## src/rtl/mp_operand_loader.sv

```systemverilog
// Assembles two wide operands from a narrow LSW-first word stream and launches
// the multi-precision adder, holding the operands until the adder reports done.
module mp_operand_loader #(
  parameter int unsigned OPERAND_WIDTH = 128,
  parameter int unsigned WORD_WIDTH    = 32
) (
  input  logic                     iClk,
  input  logic                     iRstN,
  input  logic [WORD_WIDTH-1:0]    iWord,
  input  logic                     iValid,
  output logic                     oReady,
  output logic [OPERAND_WIDTH-1:0] oOpA,
  output logic [OPERAND_WIDTH-1:0] oOpB,
  output logic                     oStart,
  input  logic                     iDone,
  output logic                     oBusy
);

  localparam int unsigned NUM_WORDS = OPERAND_WIDTH / WORD_WIDTH;
  localparam int unsigned CNT_W     = (NUM_WORDS > 1) ? $clog2(NUM_WORDS) : 1;

  localparam logic [1:0] ST_LOAD_A = 2'd0;
  localparam logic [1:0] ST_LOAD_B = 2'd1;
  localparam logic [1:0] ST_START  = 2'd2;
  localparam logic [1:0] ST_WAIT   = 2'd3;

  logic [1:0]               state_q, state_d;
  logic [CNT_W-1:0]         cnt_q, cnt_d;
  logic [OPERAND_WIDTH-1:0] op_a_q, op_a_d;
  logic [OPERAND_WIDTH-1:0] op_b_q, op_b_d;
  logic                     start_q, start_d;
  logic                     busy_q, busy_d;
  logic                     load_c;
  logic                     xfer_c;
  logic                     last_c;

  // Ready is a pure state decode, forced low while reset is held.
  assign load_c = (state_q == ST_LOAD_A) || (state_q == ST_LOAD_B);
  assign oReady = load_c && iRstN;
  assign xfer_c = iValid && load_c;
  assign last_c = (cnt_q == CNT_W'(NUM_WORDS - 1));

  always_comb begin
    state_d = state_q;
    cnt_d   = cnt_q;
    op_a_d  = op_a_q;
    op_b_d  = op_b_q;

    case (state_q)
      ST_LOAD_A: begin
        if (xfer_c) begin
          for (int k = 0; k < NUM_WORDS; k++) begin
            if (cnt_q == CNT_W'(k)) op_a_d[k*WORD_WIDTH +: WORD_WIDTH] = iWord;
          end
          if (last_c) begin
            cnt_d   = '0;
            state_d = ST_LOAD_B;
          end else begin
            cnt_d = cnt_q + CNT_W'(1);
          end
        end
      end
      ST_LOAD_B: begin
        if (xfer_c) begin
          for (int k = 0; k < NUM_WORDS; k++) begin
            if (cnt_q == CNT_W'(k)) op_b_d[k*WORD_WIDTH +: WORD_WIDTH] = iWord;
          end
          if (last_c) begin
            cnt_d   = '0;
            state_d = ST_START;
          end else begin
            cnt_d = cnt_q + CNT_W'(1);
          end
        end
      end
      ST_START: state_d = ST_WAIT;
      ST_WAIT: begin
        // Done is level-sampled; leaving WAIT on the first sample prevents relaunch.
        if (iDone) state_d = ST_LOAD_A;
      end
      default: state_d = ST_LOAD_A;
    endcase

    start_d = (state_d == ST_START);
    busy_d  = (state_d == ST_START) || (state_d == ST_WAIT);
  end

  always_ff @(posedge iClk) begin
    if (!iRstN) begin
      state_q <= ST_LOAD_A;
      cnt_q   <= '0;
      op_a_q  <= '0;
      op_b_q  <= '0;
      start_q <= 1'b0;
      busy_q  <= 1'b0;
    end else begin
      state_q <= state_d;
      cnt_q   <= cnt_d;
      op_a_q  <= op_a_d;
      op_b_q  <= op_b_d;
      start_q <= start_d;
      busy_q  <= busy_d;
    end
  end

  assign oOpA   = op_a_q;
  assign oOpB   = op_b_q;
  assign oStart = start_q;
  assign oBusy  = busy_q;

endmodule

```

## config.mk

```make
export PLATFORM = sky130hd
export DESIGN_NAME = mp_operand_loader
export DESIGN_NICKNAME = d
export VERILOG_FILES = /design/src/rtl/mp_operand_loader.sv
export SDC_FILE = /design/constraint.sdc
export NUM_CORES = 1
export LEC_CHECK = 0
export ABC_AREA = 1
export ABC_CLOCK_PERIOD_IN_PS = 2700
export BUFFER_PORTS_ARGS = -buffer_cell sky130_fd_sc_hd__buf_4
export CAP_MARGIN = 20
export CORE_ASPECT_RATIO = 1.5
export CORE_MARGIN = 3
export CORE_UTILIZATION = 55
export DETAILED_ROUTE_END_ITERATION = 12
export HOLD_SLACK_MARGIN = 0.1
export PLACE_DENSITY = 0.84
export SETUP_SLACK_MARGIN = 0.05
export SYNTH_ARGS = -nofsm -noshare
export SYNTH_HDL_FRONTEND = slang
export SYNTH_SLANG_ARGS = --single-unit
```

## constraint.sdc

```tcl
create_clock -name iClk -period 2.7 [get_ports iClk]
set_input_delay 0.54 -clock iClk [delete_from_list [all_inputs] [get_ports iClk]]
set_output_delay 0.54 -clock iClk [all_outputs]
set_load 0.1 [all_outputs]
```

[Yosys cells after proc, flatten, opt, wreduce, memory -nomap -nowiden]
Cells that the tools add are included.
Operators by class
  $add $sub $neg: 1
  equality and inequality tests: 8
  multiplexer cells: 7
  reduce and logical (&&, ||, !) cells: 16
Operators by type and width (number)
  $reduce_and A3 Y1: 8
  $eq A2 B2 Y1 const B: 6
  $mux W2: 6
  $pmux W2 S4: 1
  $eq A2 B1 Y1 const B: 2
  $logic_not A2 Y1: 2
  $add A2 B1 Y2 const B: 1
  $logic_and A1 B1 Y1: 2
  $logic_or A1 B1 Y1: 2
  $reduce_and A2 Y1: 1
  $reduce_or A2 Y1: 1
Storage, ports and cells
  register bits: 262
  bits of input ports: 36
  logic and storage cells: 44

[Longest topological paths before layout]
Gate-level depths: netlist of the first run.
  word-level depth: 7
  gate-level depth with buffers: 7

[Least setup slack after synthesis of the first run]
No wires, ideal clock.
  path kind: input -> output
  start: input port iRstN
  end: output port oReady
  arrival: 2.041 ns
  data required time: 2.160 ns
  slack: 0.119 ns
  stages: 3
  buffers on the path: 1
  cells stage by stage: buf_2 > inv_1 > nor2_1
On the way
  cells in the longest elaborated chain, start to end: 1
RTL lines
  start: declaration: line 8  | input logic iRstN,
  $logic_and A1 B1 Y1: line 39  | assign oReady = load_c && iRstN;
  end: declaration: line 11  | output logic oReady,
No other way between the ends.

[Final worst setup path of the first run]
Same ends and word-level chain as after synthesis.

==> metrics.txt, run 1 <==
layout cell share with drive strength beyond 1=0.190; fillers=about 1600; compound-cell area share of the yosys netlist=0.00324; Placer Congestion=0.807; first-pass GRT wire length=about 48 mm; clock root cell=clkbuf_16; CP max stage delay=350 ps; worst r2r dst=oOpB[13]; Post-CTS Resized=0; Setup crit end=oReady; Crit Path Max Fanout=56; Power Dens Cells=672 mW/mm²; largest net degree at the start of global routing=about 180; CP startpoint=iRstN; via count of the routed design=10237; reg-to-reg setup timing slack=~740 ps; Die ar.=0.0214 mm²; Layout Area Growth over Synthesis=26.3%; Layout Cells excl Fill=2122; total grt overflow=0; reg2reg start=state_q[0]; Initial Util=0.562; Die W=121 µm; Hold Worst Slack=304 ps; Seq/Total Area, Yosys=0.485; unrepaired setup endpoints after global routing=no; hold_sp=iWord[31]; Num CTS Buffers=24; Routed WL per cell=14.5 µm; Die Y=178 µm; R2R depth=5; Detailed Place HPWL=21.0 mm; worst hold path type=in -> reg; multi-input logic area=0.00412 mm²; DRC=0; Synth Instances=1632; post-synthesis simple-gate area fraction=0.372; max cap viols=0; row count=62; final hold viol count=0; number of antenna diodes=0; Final Critical Period=2120 ps; number of register bits inferred by synthesis=262; Clock Tree Buf Depth=3; core area=0.0192 mm²; Slew Viols, Final=0; H-Tree Depth=1; startpoint types=input pin; clk slew on worst S/H paths=60 ps; GRT Resource Usage Total=0.276; Leakage=between 7 and 8 nW; via/cell ratio=4.82; Worst-Margin Slew=1060 ps; critical path required time=2160 ps; mux share of post-synthesis cell area=0; peak supply drop=0.580 mV; status=completed; I/O pin count=approximately 300; Netlist cell types=18; # Post-CTS Setup Buffers=0; largest family of logic cells by synthesized area=simple AND/OR/NAND/NOR gates; Detailed Route Iter0 Violations=774; Synth Net Count=1672; post-layout util=0.710; Critical-path top delay cell=clkbuf_8; vias in the first global route=9270; WL final=between 30 and 40 mm; Worst slew margin=0.291; skew final=22.5 ps; Worst EP arrival=about 1600 ps; worst-skew pair later-pin latency=520 ps; hold buffers post-CTS=0; Sequential Area=between 0.005 and 0.006 mm²; remaining antenna violation count=0; Syn. warnings=0; Critical Path, Cell by Cell=clkbuf_8 -> inv_1 -> nor2_1 -> buf_4; Post-Synth XOR/XNOR Area=0; Sink Count=around 260; Worst Setup End Kind=primary output; CTS tree=built; Max Fclk=about 470 MHz; Placed Cells=between 2000 and 2500; setup TNS=0 ps; IO Port Bufs=between 200 and 300; Tcrit/Tclk final=0.786; nets@finish=approximately 1900; first-pass iteration count of the detailed router=6; Adder-Cell Fraction of Synth Area=0.00463; mapped cell area=around 0.011 mm²; initial antenna violation count=0; setup violators final=0; syn_area_per_cell=6.63 µm²; critical path type=in -> out
[where the power goes]
| group | total (W) | internal [W] | switching, W |
|---|---|---|---|
| clock | 0.00329 | 0.00188 | 0.00141 |
| combinational | 0.00181 | 0.000348 | 0.00146 |
| sequential | 0.00408 | 0.00400 | 0.0000810 |
[critical path: cells and delay by family]
family	cells	cell delay, ps
and+or+nand+nor	1	180
buffers and inverters	3	850
[routing by layer]
metal	vias up	wire [µm]	GRT usage
li1	5136	-	-
met1	4644	11300	0.306
met2	375	15500	0.491
met3	82	2570	0.0660
met4	0	1470	0.134
met5	-	0	0.00481
[flip-flops by register name (all words and copies together) (netlist names)]
signal and count:
oStart 1, oOpB 128, cnt_q 2, oBusy 1, state_q 2, oOpA 128
[logic make-up (layout without fill, tap and decap cells)]
family	count (synthesis)	in the layout
adders and majority gates	4	4
and+or+nand+nor	1011	1011
DFF	262	262
AOI/OAI and AO/OA	7	7
buffers and inverters	348	582
[cell usage in the layout (no fill, tap or decap), drive strengths merged]
| master | netlist | final |
|---|---|---|
| nand2 | 483 | 483 |
| nor2 | 454 | 454 |
| buf | 109 | 308 |
| dfxtp | 262 | 262 |
| inv | 230 | 230 |
| clkbuf | 9 | 39 |
| nand3 | 38 | 38 |
| nand4 | 36 | 36 |
| o21ai | 5 | 5 |
| ha | 4 | 4 |
| clkinv | 0 | 4 |
| a21oi | 2 | 2 |
| bufinv | 0 | 1 |
[synthesized netlist by cell type]
master    count  share of area
nand2_1     483           0.17
nor2_1      451           0.16
dfxtp_1     262           0.48
inv_1       229          0.079
buf_2        87          0.040
nand3_1      35          0.016
nand4_1      32          0.019
buf_1        14         0.0049
clkbuf_1      9         0.0031
buf_4         5         0.0035
o21ai_0       5         0.0023
ha_1          4         0.0046
nand4_4       4         0.0079
buf_6         3         0.0031
nand3_2       3         0.0028
nor2_4        3         0.0031
a21oi_1       2        0.00093
inv_4         1        0.00058
[cell type report]
| cell class | count | share of cell area |
|---|---|---|
| Sequential cell | 262 | 0.384 |
| Clock buffer | 38 | 0.0515 |
| Inverter | 230 | 0.0634 |
| Clock inverter | 5 | 0.00366 |
| Timing Repair Buffer | 309 | 0.173 |
| Multi-Input combinational cell | 1022 | 0.301 |
| Tap cell | 256 | 0.0234 |
[metrics by stage]
step	power (W)	cell area [µm²]	setup WS (ps)
5_1_grt	0.00950	13700	517
3_3_place_gp	0.00595	12900	607
6_report	0.00918	13700	579
2_1_floorplan	0.00559	10800	119
3_5_place_dp	0.00598	12900	602
4_1_cts	0.00924	13700	593
[how the worst min path moves through the flow]
stage	end	slack, ps	cells after the start
6_report	oOpB[127]	300	3
4_1_cts	oOpB[127]	290	3
3_3_place_gp	oOpB[122]	460	2
3_5_place_dp	oOpB[116]	460	2
5_1_grt	oOpB[103]	310	3
2_1_floorplan	cnt_q[1]	490	2
Power figures use the tool's default switching activity.
==> run 2, diff against run 1 <==
--- a/config.mk
+++ b/config.mk
@@ -5,16 +5,16 @@
 export SDC_FILE = /design/constraint.sdc
 export NUM_CORES = 1
 export LEC_CHECK = 0
-export ABC_AREA = 1
-export ABC_CLOCK_PERIOD_IN_PS = 2700
+export ABC_AREA = 0
+export ABC_CLOCK_PERIOD_IN_PS = 1720
 export BUFFER_PORTS_ARGS = -buffer_cell sky130_fd_sc_hd__buf_4
 export CAP_MARGIN = 20
 export CORE_ASPECT_RATIO = 1.5
 export CORE_MARGIN = 3
-export CORE_UTILIZATION = 55
+export CORE_UTILIZATION = 45
 export DETAILED_ROUTE_END_ITERATION = 12
 export HOLD_SLACK_MARGIN = 0.1
-export PLACE_DENSITY = 0.84
+export PLACE_DENSITY = 0.76
 export SETUP_SLACK_MARGIN = 0.05
 export SYNTH_ARGS = -nofsm -noshare
 export SYNTH_HDL_FRONTEND = slang
==> constraint.sdc (replaced) <==
create_clock -name iClk -period 1.72 [get_ports iClk]
set_input_delay 0.344 -clock iClk [delete_from_list [all_inputs] [get_ports iClk]]
set_output_delay 0.344 -clock iClk [all_outputs]
set_load 0.1 [all_outputs]
==> run 2 against run 1 <==
Non-clock buffer count up 19. Clock skew down 8.2 ps. Utilization down 8.0 points. Final area down 11%. Synthesized area down 17%. Routed wire length down 14%. Die area up 1.4%. Combinational power down 2%. Setup slack worse by 480 ps. Cell count down 31%. Via count down 23%. Critical endpoint unchanged. Largest cell class unchanged.
==> metrics.txt, run 2 <==
status=completed; most frequent cells in the layout=312 x buf_4, 261 x dfxtp_1, 246 x nand3_1; Routed WL per cell=18.1 µm; top_reg_cell synth=dfxtp_1; DP Area=between 0.01 and 0.015 mm²; Synth Net Count=964; Final Critical Period=1620 ps; total grt overflow=0; critical path type=reg -> out; Die W=around 120 µm; commonest non-fill, non-tap cell in the layout=buf_4; Initial Util=0.463; via/cell ratio=around 5.4; CTS tree=built; setup ws final=103 ps; Power Dens Cells=1120 mW/mm²; largest net degree at the start of global routing=87; Syn. warnings=0; syn_area_per_cell=9.72 µm²; max cap viols=0; Detailed Route Iter0 Violations=slightly below 500; fin area=around 0.012 mm²; Placer Congestion=0.827; Worst Setup End Kind=primary output; remaining antenna violation count=0; H-Tree Depth=1; most instantiated cells after synthesis=262 x dfxtp_1, 246 x nand3_1, 138 x o21ai_0, 100 x o21ai_1, 35 x nand2_1; Worst-Margin Slew=432 ps; Critical-path top delay cell=dfxtp_2; critical path required time=1380 ps; clock root cell=clkbuf_16; Synth top area share=0.584; Leakage=roughly 5.1 nW; worst hold path type=in -> reg; count leader, synth=dfxtp_1; Layout Area Growth over Synthesis=36.2%; WL final=between 20 and 30 mm; nets@finish=1230; CP max stage delay=400 ps; unrepaired setup endpoints after global routing=no; FFs w/ async S/R, synth=0; Netlist cell types=25; Detailed Place HPWL=18.6 mm; Worst slew margin=0.711; setup violators final=0; Num CTS Buffers=24; core area=~0.019 mm²; Max Fclk=roughly 620 MHz; via count of the routed design=7880; clk slew on worst S/H paths=70 ps; startpoint types=register; Sink Count=262; DRC=0; first-pass GRT wire length=just under 40 mm; Critical Path, Cell by Cell=nor2_4 -> buf_8; pre-CTS setup slack=roughly 140 ps; layout cell share with drive strength beyond 1=0.338; Crit Path Max Fanout=13; vias in the first global route=a little over 7000; Worst EP arrival=about 1300 ps; Slew Viols, Final=0; number of synthesized flops with an enable pin=0; worst-skew pair later-pin latency=approximately 500 ps; row count=62; initial antenna violation count=0; number of antenna diodes=0; number of register bits inferred by synthesis=between 200 and 300; Tcrit/Tclk final=0.940; Die Y=roughly 180 µm; # Post-CTS Setup Buffers=0; Seq/Total Area, Yosys=0.584; Die ar.=approximately 0.022 mm²; first-pass iteration count of the detailed router=5; Worst Path Buf+Inv=1; IO Port Bufs=294; final hold viol count=0; largest cells by area after synthesis=dfxtp_1 58%, nand3_1 14%, o21ai_0 7.7%, o21ai_1 5.6%, buf_6 3.9%; area leader, netlist=dfxtp_1; mapped cell area=between 0.008 and 0.009 mm²; GRT Resource Usage Total=0.228; skew final=14.4 ps; setup TNS=0 ps; CP delay by family, top=flip-flops; Synth Instances=slightly above 900; I/O pin count=295; peak supply drop=0.839 mV; Hold Worst Slack=236 ps; Clock Tree Buf Depth=3
[run 2: changes by cell type after synthesis, sizes merged, moves of 2 or more]
cell and change:
o21ai +251, mux2i +2, buf -38, nand4 -36
nand3 +218, nor2 -449, nand4b +4, nand2 -448
inv -227, clkbuf +8, nand4bb +4
[run 2: through the flow]
stage / utilization / cells / power, W
6_report: 0.631 / 1463 / 0.0137
5_1_grt: 0.631 / 1463 / 0.0141
3_5_place_dp: 0.585 / 1419 / 0.00818
3_3_place_gp: 0.585 / 1419 / 0.00816
2_1_floorplan: - / 924 / 0.00775
4_1_cts: 0.630 / 1463 / 0.0138
[run 2: tightest hold or removal path: cells and delay by family]
family | cells | cell delay, ps
buffers and inverters | 2 | 250
AND/OR/NAND/NOR | 1 | 120
[run 2: worst paths after layout]
| kind | slack [ps] | cells after the start | endpoint | start |
|---|---|---|---|---|
| setup / recovery | 100 | 2 | oReady | state_q[1] |
| hold / removal | 240 | 3 | cnt_q[1] | iRstN |
| setup reg to reg | 160 | 6 | oOpB[25] | cnt_q[0] |
| hold reg to reg | 460 | 2 | oOpA[121] | oOpA[121] |
[run 2: kinds of logic (layout without fill, tap and decap cells)]
kind of cell,count (synthesis),in the layout,share of synthesized area
mux,2,2,0.00223
simple gates,305,305,0.181
compound gates,260,260,0.153
buf+inv,91,374,0.0736
fa+ha+maj,4,4,0.00557
flops,262,262,0.584
[run 2: report_power, final]
group | internal, W | switching [W]
clock | 0.00337 | 0.00226
combinational | 0.000361 | 0.00141
sequential | 0.00620 | 0.0000777
[run 2: routing by layer]
layer	vias up	global-route usage	part of all wire
li1	3829	-	-
met1	3705	0.261	0.38
met2	283	0.414	0.52
met3	63	0.0423	0.066
met4	0	0.0907	0.038
met5	-	0	0
[run 2: final cells by class]
cell class | count | area [µm²]
Fill cell | 1636 | 7170
Sequential cell | 262 | 5250
Multi-Input combinational cell | 571 | 3150
Timing Repair Buffer | 328 | 2640
Clock buffer | 35 | 763
Tap cell | 256 | 320
Clock inverter | 8 | 98.8
Inverter | 3 | 11.3
[run 2: what timing repair did]
action,4_1_cts,5_1_grt
setup endpoints to repair,1,1
pin swaps,0,0
hold endpoints to repair,1,0
hold buffers,1,0
resized for setup,2,1
